## src/rtl/debug_pkg.sv

```systemverilog
// debug_pkg: shared types and constants for the debug step controller.
// Holds the FSM state enum and active-low gfedcba seven-segment codes.
package debug_pkg;

  typedef enum logic [1:0] {
    ST_RUN  = 2'd0,
    ST_HALT = 2'd1,
    ST_STEP = 2'd2
  } state_e;

  localparam logic [6:0] SEG_DASH  = 7'b0111111;
  localparam logic [6:0] SEG_BLANK = 7'h7F;

  localparam logic [6:0] HEX_SEG [16] = '{
    7'h40, 7'h79, 7'h24, 7'h30,
    7'h19, 7'h12, 7'h02, 7'h78,
    7'h00, 7'h10, 7'h08, 7'h03,
    7'h46, 7'h21, 7'h06, 7'h0E
  };

endpackage

```

## src/rtl/btn_debounce.sv

```systemverilog
// btn_debounce: 2-FF synchronizer, stable-level debouncer and a
// one-cycle pulse on each rising edge of the debounced level.
module btn_debounce #(
  parameter int DEBOUNCE_CYCLES = 50000
) (
  input  logic clk,
  input  logic reset,
  input  logic btn,
  output logic pulse
);

  localparam int CW = $clog2(DEBOUNCE_CYCLES + 1);

  logic          sync0;
  logic          sync1;
  logic          level;
  logic          level_d;
  logic [CW-1:0] cnt;

  // two-stage synchronizer for the asynchronous button
  always_ff @(posedge clk or negedge reset) begin
    if (!reset) begin
      sync0 <= 1'b0;
      sync1 <= 1'b0;
    end else begin
      sync0 <= btn;
      sync1 <= sync0;
    end
  end

  // accept a new level only after it has held for the full window
  always_ff @(posedge clk or negedge reset) begin
    if (!reset) begin
      cnt   <= '0;
      level <= 1'b0;
    end else if (sync1 == level) begin
      cnt <= '0;
    end else if (cnt == CW'(DEBOUNCE_CYCLES - 1)) begin
      cnt   <= '0;
      level <= sync1;
    end else begin
      cnt <= cnt + CW'(1);
    end
  end

  // delayed copy of the level for edge detection
  always_ff @(posedge clk or negedge reset) begin
    if (!reset) level_d <= 1'b0;
    else        level_d <= level;
  end

  assign pulse = level & ~level_d;

endmodule

```

## src/rtl/debug_step_ctrl.sv

```systemverilog
// debug_step_ctrl: run/halt/single-step clock-enable control plus hex display.
// Optional breakpoint comparator is built only when DEBUG_BP_EN is defined.
module debug_step_ctrl
  import debug_pkg::*;
#(
  parameter int NUM_CH          = 4,
  parameter int DATA_W          = 32,
  parameter int NUM_DIGITS      = 6,
  parameter int DEBOUNCE_CYCLES = 50000,
  localparam int SEL_W = (NUM_CH > 1) ? $clog2(NUM_CH) : 1
) (
  input  logic                     clk,
  input  logic                     reset,
  input  logic                     debug,
  input  logic                     step_btn,
  input  logic [SEL_W-1:0]         ch_sel,
  input  logic [NUM_CH*DATA_W-1:0] ch_data,
  input  logic [31:0]              pc,
  input  logic [31:0]              bp_addr,
  input  logic                     bp_valid,
  output logic                     clk_en,
  output logic                     halted,
  output logic [15:0]              step_count,
  output logic [NUM_DIGITS*7-1:0]  display
);

  state_e                  state_q;
  state_e                  state_d;
  logic                    step_pulse;
  logic                    bp_hit;
  logic                    clk_en_q;
  logic                    halted_q;
  logic [15:0]             step_count_q;
  logic [15:0]             step_count_d;
  logic [DATA_W-1:0]       word;
  logic                    sel_ok;
  logic [NUM_DIGITS*7-1:0] seg_d;
  logic [NUM_DIGITS*7-1:0] display_q;
  logic                    unused_word;

  btn_debounce #(
    .DEBOUNCE_CYCLES(DEBOUNCE_CYCLES)
  ) u_debounce (
    .clk  (clk),
    .reset(reset),
    .btn  (step_btn),
    .pulse(step_pulse)
  );

`ifdef DEBUG_BP_EN
  logic bp_armed_q;

  assign bp_hit = bp_valid && bp_armed_q && (pc == bp_addr);

  // disarm on leaving HALT, re-arm once the PC moves off the breakpoint
  always_ff @(posedge clk or negedge reset) begin
    if (!reset) begin
      bp_armed_q <= 1'b1;
    end else if (state_q == ST_HALT && state_d != ST_HALT) begin
      bp_armed_q <= 1'b0;
    end else if (pc != bp_addr) begin
      bp_armed_q <= 1'b1;
    end
  end
`else
  logic unused_bp;

  assign bp_hit    = 1'b0;
  assign unused_bp = ^{pc, bp_addr, bp_valid};
`endif

  // next state and step counter; steps only leave HALT while debug holds
  always_comb begin
    state_d      = state_q;
    step_count_d = step_count_q;
    unique case (state_q)
      ST_RUN: begin
        if (debug || bp_hit) state_d = ST_HALT;
      end
      ST_HALT: begin
        if (!debug) begin
          state_d = ST_RUN;
        end else if (step_pulse) begin
          state_d      = ST_STEP;
          step_count_d = step_count_q + 16'd1;
        end
      end
      ST_STEP: state_d = ST_HALT;
      default: state_d = ST_RUN;
    endcase
  end

  // state, registered enables and step counter
  always_ff @(posedge clk or negedge reset) begin
    if (!reset) begin
      state_q      <= ST_RUN;
      clk_en_q     <= 1'b1;
      halted_q     <= 1'b0;
      step_count_q <= '0;
    end else begin
      state_q      <= state_d;
      clk_en_q     <= (state_d != ST_HALT);
      halted_q     <= (state_d == ST_HALT);
      step_count_q <= step_count_d;
    end
  end

  // channel select mux
  always_comb begin
    word = '0;
    for (int k = 0; k < NUM_CH; k++) begin
      if (32'(ch_sel) == k) word = ch_data[k*DATA_W +: DATA_W];
    end
  end

  assign sel_ok      = (32'(ch_sel) < NUM_CH);
  assign unused_word = ^word;

  // per-digit hex encode, dashes for an out-of-range channel
  always_comb begin
    seg_d = '0;
    for (int i = 0; i < NUM_DIGITS; i++) begin
      seg_d[i*7 +: 7] = sel_ok ? HEX_SEG[word[i*4 +: 4]] : SEG_DASH;
    end
  end

  // display register, refreshed every cycle
  always_ff @(posedge clk or negedge reset) begin
    if (!reset) display_q <= {NUM_DIGITS{SEG_BLANK}};
    else        display_q <= seg_d;
  end

  assign clk_en     = clk_en_q;
  assign halted     = halted_q;
  assign step_count = step_count_q;
  assign display    = display_q;

endmodule

```

## config.mk

```make
export PLATFORM = sky130hd
export DESIGN_NAME = debug_step_ctrl
export DESIGN_NICKNAME = d
export VERILOG_FILES = /design/src/rtl/debug_pkg.sv /design/src/rtl/btn_debounce.sv /design/src/rtl/debug_step_ctrl.sv
export SDC_FILE = /design/constraint.sdc
export NUM_CORES = 1
export LEC_CHECK = 0
export BUFFER_PORTS_ARGS = -buffer_cell sky130_fd_sc_hd__buf_2
export CAP_MARGIN = 20
export CORE_MARGIN = 8
export CORE_UTILIZATION = 46
export CTS_CLUSTER_DIAMETER = 60
export DETAILED_ROUTE_END_ITERATION = 12
export PLACE_DENSITY = 0.82
export SETUP_SLACK_MARGIN = 0.4
export SLEW_MARGIN = 0
export SYNTH_ARGS = -nofsm -noshare
export SYNTH_HDL_FRONTEND = slang
export SYNTH_SLANG_ARGS = --single-unit
```

## constraint.sdc

```tcl
create_clock -name clk -period 1.9 [get_ports clk]
set_input_delay 0.475 -clock clk [delete_from_list [all_inputs] [get_ports clk]]
set_output_delay 0.475 -clock clk [all_outputs]
set_load 0.005 [all_outputs]
```

======== After elaboration in Yosys (flattened, before gate mapping) ========
Memories as Yosys holds them, arrays and structs flattened. A register that Yosys moved wholly into a read port is not among the register bits.
Index checks and enable logic that the tools add are counted.
cells by class
  add/subtract/negate cells ............... 2
  eq/ne operators ......................... 9
  reduce and logical (&&, ||, !) cells .... 10
  bitwise operators ....................... 9
  mux-type cells .......................... 10
operator list
  cell                   count
  $mux 24                4
  $add 16x1->16 const B  2
  $mux 16                2
  $not 4->5              6
  $eq 16x16->1 const B   1
  $eq 2x1->1 const B     3
  $eq 2x2->1 const B     3
  $logic_not 1->1        6
  $mux 2                 3
  $pmux 2 s3             1
  $logic_not 2->1        2
  $reduce_and 3->1       1
  $ne 2x1->1 const B     1
  $not 1->1              2
  $reduce_and 2->1       1
  $and 1x1->1            1
  $eq 1x1->1             1
word-level totals
  memory bits (read-only) ................. 672
  memories ................................ 6
  flip-flop bits (word level) ............. 40
memory list
  name              depth  bits a word  rd ports  clocked after Yosys merged registers in  wr ports  RTL line                source
  (name not given)  16     7            1         1                                        0         debug_step_ctrl.sv:123  seg_d[i*7 +: 7] = sel_ok ? HEX_SEG[word[i*4 +: 4]] : SEG_DASH;
  (name not given)  16     7            1         1                                        0         debug_step_ctrl.sv:123
  (name not given)  16     7            1         1                                        0         debug_step_ctrl.sv:123
  (name not given)  16     7            1         1                                        0         debug_step_ctrl.sv:123
  (name not given)  16     7            1         1                                        0         debug_step_ctrl.sv:123
  (name not given)  16     7            1         1                                        0         debug_step_ctrl.sv:123

======== Logic depth before layout (Yosys ltp) ========
  depth after elaboration ................. 6
  depth in mapped cells ................... 8

======== Hierarchy ========
From an unflattened synthesis, not the netlist that was laid out.
second synthesis, totals
  cell total of the unflattened synthesis .. 424
  area total of the unflattened synthesis .. 4918.5 µm²
modules (own cells, without submodules)
  module           times used  area an instance (µm²)  seq. area each (µm²)  cells each
  debug_step_ctrl  1           3976.3                  1605.3                336
  btn_debounce     1           942.2                   500.5                 88

======== Least setup slack after synthesis ========
Ideal clock, no wire load.
  path type ............................... input to register
  start ................................... input ch_sel[0]
  end ..................................... register display_q[38] (netlist: display[38])
  required time ........................... 1806 ps
  setup slack ............................. -335 ps
  buffers on the path ..................... 2
  arrival ................................. 2141 ps
  cell stages on the path ................. 7
  cells stage by stage .................... buf_6 -> buf_6 -> mux4_1 -> inv_1 -> ha_1 -> inv_1 -> mux4_2
between the ends
  word-level cells in the longest chain between the ends .. 6
  elaborated cells between the ends (all ways) .. 9
ends and longest elaborated chain
  item                               RTL line                source
  start, declared                    debug_step_ctrl.sv:16   input logic [SEL_W-1:0] ch_sel,
  $logic_not 2->1                    debug_step_ctrl.sv:112  if (32'(ch_sel) == k) word = ch_data[k*DATA_W +: DATA_W];
  $mux 24 (3 in series)              debug_step_ctrl.sv:112
  $mux 24 *                          debug_step_ctrl.sv:112
  $not 4->5 (not written as such) *  debug_step_ctrl.sv:123
  end, declared                      debug_step_ctrl.sv:38   logic [NUM_DIGITS*7-1:0] display_q;
Every way passes the cells marked *; elsewhere a longest branch is shown, timed or not.
A chain may end at the register's enable or synchronous reset.

======== Final worst setup path ========
  start ................................... input ch_sel[0]
  end ..................................... register display_q[11] (netlist: display[11])
The elaborated chain is that of the path after synthesis.

==> impl_metrics.csv <==
group,metric,value,unit
logic_synthesis,synth_cell_type_count,47,
clock_tree,holdBufCountCts,0,
clock_tree,h-tree-depth,3,
placement,dpl.hpwl,10600,µm
die,start_util,47.2,%
sta,max_slew_margin,72.0,%
drt,via_count,4467,
drt,drt-initial-drc-count,223,
global_route,grt_max_degree,50,
logic_synthesis,ys_seq_area_share,43.2,%
placement,io_buffers,161,
clock_tree,cts_tree,"done",
critical_path,critPathBufInv,5,
critical_path,cp.arrival,2.03,ns
global_route,track_usage,22.1,%
critical_path,path_cells,"buf_12, buf_12, buf_6, mux4_2, inv_4, buf_6, ha_4, mux2_4, o21ai_2",
clock_tree,insertion_delay,0.37,ns
layout,syn_to_final_growth,61.1,%
clock_tree,clock_sinks,82,
layout,finalInstanceArea,7850,µm²
logic_synthesis,async_flop_share,100,%
power_and_ir_drop,ir_drop,371,µV
critical_path,cpPeakStageDelay,0.44,ns
drt,wire_per_inst,19.9,µm
die,ios,259,
logic_synthesis,synth_warnings,0,
worst_hold_path,hold_path.class,"in2async",
critical_path,critical_path_class,"in2reg",
power_and_ir_drop,powerDensity,670,nW/µm²
global_route,grt_pass1_wl,25300,µm
sta,setup_viol,0,
drt,drc,0,
logic_synthesis,syn-num-nets,654,
critical_path,crit_slowest_cell,"mux4_2",
sta,fin_setup_tns,0,ns
critical_path,start_kind,"input port",
power_and_ir_drop,power_leakage,3.44,nW
logic_synthesis,synth_ff_type,"dfstp_2",
layout,diodes,0,
drt,drt_first_pass_iters,5,
logic_synthesis,synth.avg_cell_area,11.7,µm²
sta,min_period,1.74,ns
sta,drv_slew,0,
clock_tree,root_buffer,"clkbuf_8",
clock_tree,cts_buffers,9,
clock_tree,clockBufferDepth,2,
die,core-area,10300,µm²
die,num_rows,37,
layout,drive_gt1_share,72.3,%
drt,via_per_inst,5.53,
sta,hold_viol_final,0,
logic_synthesis,mappedNetlistArea,4870,µm²
drt,ant_nets,0,
sta,rsz0062_at_grt,"yes",
layout,final_cells,808,
layout,nNetsFinal,904,
sta,min_period_over_period,91.3,%
logic_synthesis,syn_inst,417,
critical_path,path_max_fanout,8,
clock_tree,clk_pin_slew_worst_paths,0.08,ns
sta,fmaxAchievable,576,MHz
global_route,antenna_found_initial,1,
die,die_h,119,µm
critical_path,required,2.19,ns
logic_synthesis,ys_ff_latch,82,
critical_path,cp_top_family,"multiplexers",
drt,wl,16100,µm
placement,place.gp.congestion,0.846,
sta,worst_pin_slew,0.420,ns
placement,placed_cells,756,
die,dieArea,14100,µm²
placement,placed_area,6510,µm²
layout,fin_util,76.0,%
run,maxCapViolCount,0,
global_route,grt_overflow,0,
die,dieWidth,119,µm
status,status,"finished, final reports clean",
global_route,grt_pass1_vias,4949,
logic_synthesis,synth_edf_count,0,
critical_path,end_kind,"flop",
sta,fin_skew,0.00808,ns
[logic make-up after synthesis]
kind of cell	synth area share, %
AND/OR/NAND/NOR	13.0
flip-flops	43.2
AO/OA/AOI/OAI	9.63
multiplexers	15.5
adder cells (fa/ha/maj)	9.76
buffers and inverters	3.80
XOR/XNOR	5.03
[cells in the mapped netlist (all sizes together), types with 6 or more instances]
library cell	instances	area share [%]
inv	22	1.7
o21ai	19	2.1
nand4	8	1.0
nand2	35	2.7
dfstp	43	23
mux4	25	12
mux2	14	3.4
nor2	22	1.7
buf	11	2.0
o21a	17	2.6
nor2b	11	1.4
nand2b	6	0.77
ha	38	9.8
nand3	14	1.4
a21oi	7	0.72
dfrtp	39	20
xnor2	23	4.1
[cell type report]
type                            instances  area [µm²]
Clock inverter                          6        90.1
Tap cell                              136         170
Inverter                               22         118
Sequential cell                        82        2110
Fill cell                             651        2480
Clock buffer                           10         128
Timing Repair Buffer                  249        1770
Multi-Input combinational cell        303        3460
[placed cells by master (no fill, tap or decap), drive strengths merged, types with 4 or more instances in the layout]
cell type  instances
o2bb2ai            5
mux4              28
ha                38
mux2              14
xnor2             23
a22oi              5
nor3               5
nor2b             11
dfstp             43
buf              249
clkbuf            10
o31ai              5
o21a              17
o21ai             19
and2               5
nor4               5
xor2               5
dfrtp             39
a21oi              7
clkinv             4
inv               21
nand2b             6
nand3             14
a22o               5
nand2             35
nor2              22
nand4              8
[sequential cells by signal, summed over array words and instances, names as in the netlist]
register	cells
halted	1
display	42
state_q	2
clk_en	1
u_debounce.sync0	1
step_count	16
u_debounce.sync1	1
u_debounce.cnt	16
u_debounce.level_d	1
u_debounce.level	1
[metal layers]
metal | up-vias | global-route usage [%] | routed length (µm)
met3 | 44 | 6.00 | 1050
met5 | - | 0 | 20
met4 | 2 | 9.96 | 478
met2 | 184 | 38.4 | 8270
li1 | 2012 | - | -
met1 | 2225 | 24.8 | 6300
[timing repair]
| action | in CTS | in global routing |
|---|---|---|
| pin swaps | 26 | 37 |
| cloned | 4 | 0 |
| endpoints found under the setup margin | 60 | 88 |
| resized for setup | 104 | 72 |
| buffers inserted | 25 | 7 |
[power by group]
group / leakage, nW / internal, mW / switching (mW)
sequential: 0.972 / 2.01 / 0.0720
combinational: 2.36 / 0.943 / 0.816
clock: 0.107 / 0.745 / 0.671
[per-stage QoR]
step / power, mW / worst slack, ns / hold WS, ns
6_report: 5.26 / 0.165 / 0.0784
5_1_grt: 5.49 / 0.136 / 0.0879
4_1_cts: 5.09 / 0.195 / 0.0797
3_5_place_dp: 3.43 / -0.300 / 0.341
3_3_place_gp: 3.36 / -0.293 / 0.343
2_1_floorplan: 2.82 / -0.163 / 0.179
[worst paths after layout]
path	from	to	slack [ns]	cells after the start
max in group asynchronous	reset	display[3]$_DFF_PN1_	1.41	2
min	reset	u_debounce.cnt[0]$_DFF_PN0_	0.08	2
max	ch_sel[0]	display[11]$_DFF_PN1_	0.16	9
min in group clk	step_btn	u_debounce.sync0$_DFF_PN0_	0.21	1
max reg2reg	u_debounce.cnt[14]$_DFF_PN0_	u_debounce.cnt[5]$_DFF_PN0_	0.27	5
min reg2reg	u_debounce.sync0$_DFF_PN0_	u_debounce.sync1$_DFF_PN0_	0.36	0
Power figures use the tool's default switching activity.
